--- config.mk ---
export PLATFORM = sky130hd
export DESIGN_NAME = program_counter
export DESIGN_NICKNAME = d
export VERILOG_FILES = /design/src/rtl/program_counter.sv
export SDC_FILE = /design/constraint.sdc
export NUM_CORES = 1
export LEC_CHECK = 0
export ABC_AREA = 1
export ABC_CLOCK_PERIOD_IN_PS = 1830
export CAP_MARGIN = 15
export CORE_MARGIN = 1
export CORE_UTILIZATION = 39
export CTS_CLUSTER_DIAMETER = 80
export CTS_CLUSTER_SIZE = 16
export DETAILED_ROUTE_END_ITERATION = 10
export PLACE_DENSITY = 0.8
export SLEW_MARGIN = 5
export SYNTH_ARGS = -nofsm -noshare
export SYNTH_HDL_FRONTEND = slang
export SYNTH_SLANG_ARGS = --single-unit
--- constraint.sdc ---
create_clock -name clk -period 1.83 [get_ports clk]
set_input_delay 0.2745 -clock clk [delete_from_list [all_inputs] [get_ports clk]]
set_output_delay 0.2745 -clock clk [all_outputs]
set_load 0.005 [all_outputs]
--- src/rtl/program_counter.sv ---
// Fetch-stage program counter: loads the next PC every cycle and exposes the
// sequential successor. Optional bounds flag is enabled with PC_BOUNDS_CHECK_EN.
module program_counter #(
    parameter int unsigned WIDTH        = 32,
    parameter logic [31:0] RESET_VECTOR = 32'h0000_0000,
    parameter int unsigned STEP         = 1,
    parameter int unsigned IMEM_DEPTH   = 1024
) (
    input  logic             clk,
    input  logic             rst,
    input  logic [WIDTH-1:0] inPC,
    output logic [WIDTH-1:0] outPC,
    output logic [WIDTH-1:0] outPCPlus1
`ifdef PC_BOUNDS_CHECK_EN
    ,
    output logic             outPCOutOfRange
`endif
);

    localparam logic [WIDTH-1:0] RESET_PC = WIDTH'(RESET_VECTOR);
    localparam logic [WIDTH-1:0] STEP_W   = WIDTH'(STEP);

    logic [WIDTH-1:0] pc_r;

    // PC register: reset vector on rst, otherwise unconditionally take inPC
    always_ff @(posedge clk) begin
        if (rst) begin
            pc_r <= RESET_PC;
        end else begin
            pc_r <= inPC;
        end
    end

    // Successor is combinational from the register; the carry-out is dropped
    assign outPC      = pc_r;
    assign outPCPlus1 = pc_r + STEP_W;

`ifdef PC_BOUNDS_CHECK_EN
    localparam logic [WIDTH-1:0] IMEM_LIMIT = WIDTH'(IMEM_DEPTH);

    logic outOfRange_r;

    // Flag tracks the value being loaded so it lines up with pc_r
    always_ff @(posedge clk) begin
        if (rst) begin
            outOfRange_r <= 1'b0;
        end else begin
            outOfRange_r <= (inPC >= IMEM_LIMIT);
        end
    end

    assign outPCOutOfRange = outOfRange_r;

    program_counter_checker uChecker (
        .clk             (clk),
        .rst             (rst),
        .outPCOutOfRange (outOfRange_r)
    );
`endif

endmodule

`ifdef PC_BOUNDS_CHECK_EN
// Flags any fetch address beyond instruction memory during normal operation.
module program_counter_checker (
    input logic clk,
    input logic rst,
    input logic outPCOutOfRange
);

    // A PC outside instruction memory while running is a control-flow bug upstream
    assert property (@(posedge clk) !(outPCOutOfRange && !rst))
        else $error("program_counter: PC outside instruction memory");

endmodule
`endif

==> results.rst <==
.. list-table::
   :header-rows: 1

   * - Metric
     - Value
   * - Startpoint kind of the worst setup timing path
     - flip-flop
   * - Critical Path Sink Type
     - primary output
   * - Die boundary height
     - 70.6 um
   * - FF+latch count, synth
     - 32
   * - Share of layout cells above drive strength 1
     - 0.419
   * - Warning count from the yosys run
     - 0
   * - Overall power after layout
     - 1.86 mW
   * - Antenna Violating Nets Remaining
     - 0
   * - Total standard cell area after synthesis
     - 0.00184 mm^2
   * - Avg Vias per Cell
     - 4.91
   * - Number of DRC markers in iteration 0
     - 212
   * - Setup slack at placement
     - -143 ps
   * - Crit Path Max Fanout
     - 4
   * - Net total in the final layout
     - 502
   * - Number of enable flip-flop cells after synthesis
     - 0
   * - Critical Path Source
     - outPC[0]$_SDFF_PP0_
   * - GP Congestion
     - 0.830
   * - Number of endpoints with negative hold slack in the final report
     - 0
   * - Synthesized area divided by synthesized cell count
     - 6.31 um^2
   * - DRT Pass-1 Iters
     - 7
   * - Horizontal die dimension
     - 70.6 um
   * - Synth Flop Type
     - sky130_fd_sc_hd__dfxtp_1
   * - Number of slew-limit violations in the final report
     - 0
   * - Gate Count Post-Synth
     - 291
   * - Leakage
     - 1.93 nW
   * - Rows
     - 24
   * - Headroom to the max-slew limit
     - 0.778
   * - Total power per unit cell area
     - 491 mW/mm^2
   * - TritonCTS clock tree
     - done
   * - Worst path required time
     - 1560 ps
   * - Type of the tightest min-delay check
     - in2reg
   * - Global-route usage over all layers
     - 0.276
   * - Fraction of registers with async set/reset
     - 0
   * - Final setup violation count
     - 23
   * - Initial antenna violation count
     - 0
   * - Clock root cell
     - sky130_fd_sc_hd__clkbuf_8
   * - Number of clock buffers inserted by TritonCTS
     - 5
   * - Most common library cell in the layout ignoring fill and taps
     - sky130_fd_sc_hd__nand2_1
   * - Tcrit/Tclk final
     - 1.16
   * - Total of buffers placed on input and output ports
     - 97
   * - Area growth syn-to-layout
     - 106%
   * - Global-route wire length before repair
     - 10,600 um
   * - Min Tclk post-route
     - 2120 ps
   * - Worst Setup EP
     - outPCPlus1[19]
   * - Result of the run
     - finished with violations
   * - Number of top-level pins
     - 98
   * - Highest ir drop seen on vdd
     - 0.359 mV
   * - Worst path setup slack after routing
     - -290 ps
   * - Fillcell total
     - 250
   * - Wire length per cell
     - 15.4 um
   * - Total wire length
     - 8030 um
   * - Vias post-DR
     - 2,552
   * - Sink Count
     - 32
   * - Failing checks
     - DRC, setup timing
   * - Max FFs per register
     - 32
   * - DIE AREA
     - 0.00499 mm^2
   * - Area of the core
     - 0.00444 mm^2
   * - Pin count of the biggest net entering global routing
     - 33
   * - Count of cell types in the netlist
     - 16
   * - Unrepaired setup endpoints after global routing
     - yes
   * - Worst setup path class
     - reg2out
   * - Max Cap Violations
     - 0
   * - Tightest Pin Transition
     - 333 ps
   * - H-tree levels
     - 2
   * - Grt total ovfl
     - 0
   * - Estimated wirelength of the detail-placed design
     - 4350 um
   * - Maximum frequency from static timing analysis
     - 472 MHz
   * - Reg clk slew, reported paths
     - 70 ps
   * - Initial Util
     - 0.413
   * - Antenna diode count
     - 0
   * - Top library cells by usage in the layout, fill and taps aside
     - sky130_fd_sc_hd__nand2_1, sky130_fd_sc_hd__clkdlybuf4s50_1, sky130_fd_sc_hd__nor2_1
   * - WP data arrival
     - 1850 ps
   * - DRC errors left
     - 12
   * - Register area share after synthesis
     - 0.349
   * - Vias in the first global route
     - 2,399
   * - Number of buffers on the longest clock path
     - 2
   * - Mapped Nets
     - 326
   * - Hold wc startpoint
     - inPC[2]
area by class of cell:
cell class,instances,area [um^2],area share
repair buffers,172,1500,0.397
clock inverters,3,42.5,0.0112
clock buffers,5,68.8,0.0182
well taps,52,65.1,0.0172
multi-input cells,205,1230,0.324
flip-flops and latches,32,687,0.181
inverters,51,194,0.0512
power by group:
part | switching [mW] | internal (mW)
registers | 0.0457 | 0.735
clock network | 0.283 | 0.403
logic | 0.152 | 0.240
synth_stat cells, types with 3 or more instances:
master | n | area share
sky130_fd_sc_hd__nand3b_1 | 8 | 0.033
sky130_fd_sc_hd__xnor2_1 | 4 | 0.019
sky130_fd_sc_hd__nand2_1 | 92 | 0.19
sky130_fd_sc_hd__nor2_4 | 6 | 0.037
sky130_fd_sc_hd__clkbuf_1 | 3 | 0.0061
sky130_fd_sc_hd__nor2_1 | 64 | 0.13
sky130_fd_sc_hd__nor2_2 | 5 | 0.017
sky130_fd_sc_hd__nand3_1 | 7 | 0.019
sky130_fd_sc_hd__dfxtp_1 | 32 | 0.35
sky130_fd_sc_hd__inv_1 | 51 | 0.10
sky130_fd_sc_hd__xor2_1 | 10 | 0.048
sky130_fd_sc_hd__nand2_2 | 5 | 0.017
logic make-up after synthesis:
| group | after synthesis | share of synthesized area |
|---|---|---|
| buf+inv | 54 | 0.110 |
| simple gates | 189 | 0.458 |
| xor+xnor | 15 | 0.0756 |
| fa+ha+maj | 1 | 0.00681 |
| flops | 32 | 0.349 |
routing by layer:
metal / up-vias / routed length [um] / global-route usage
met5: - / 0 / 0
met4: 0 / 362 / 0.144
met3: 35 / 553 / 0.0655
met2: 132 / 4080 / 0.509
met1: 1188 / 3030 / 0.293
li1: 1197 / - / -
what timing repair did:
item	CTS	global route
buffers inserted	28	12
resized for setup	132	96
hold buffers	0	0
pin swaps	20	41
setup endpoints to repair	30	28
worst max-delay path, cell delays in order (launching register included):
cell,delay (ps)
sky130_fd_sc_hd__dfxtp_2,350
sky130_fd_sc_hd__buf_4,120
sky130_fd_sc_hd__inv_2,40
sky130_fd_sc_hd__nor2_4,190
sky130_fd_sc_hd__nand2_4,120
sky130_fd_sc_hd__nor2_8,180
sky130_fd_sc_hd__buf_6,130
sky130_fd_sc_hd__buf_6,90
sky130_fd_sc_hd__nand2_2,50
sky130_fd_sc_hd__nand2_1,80
sky130_fd_sc_hd__nand2_1,70
sky130_fd_sc_hd__buf_2,130
how the worst min path moves through the flow:
stage	endpoint	slack, ps	depth (start not counted)
after detailed placement	outPC[6]$_SDFF_PP0_	800	3
after global routing	outPC[29]$_SDFF_PP0_	500	3
after CTS	outPC[1]$_SDFF_PP0_	480	3
final	outPC[2]$_SDFF_PP0_	480	3
after floorplan	outPC[24]$_SDFF_PP0_	350	1
after global placement	outPC[2]$_SDFF_PP0_	800	3
per-stage QoR:
step	cells	TNS [ps]	util	instance area, um^2	hold slack, ps
3_5_place_dp	477	-2000	0.711	3160	796
2_1_floorplan	291	0	-	1840	346
3_3_place_gp	477	-1130	0.711	3160	797
5_1_grt	520	-4820	0.852	3790	497
6_report	520	-3020	0.852	3790	480
4_1_cts	513	-3230	0.799	3550	479
Power figures use the tool's default switching activity.
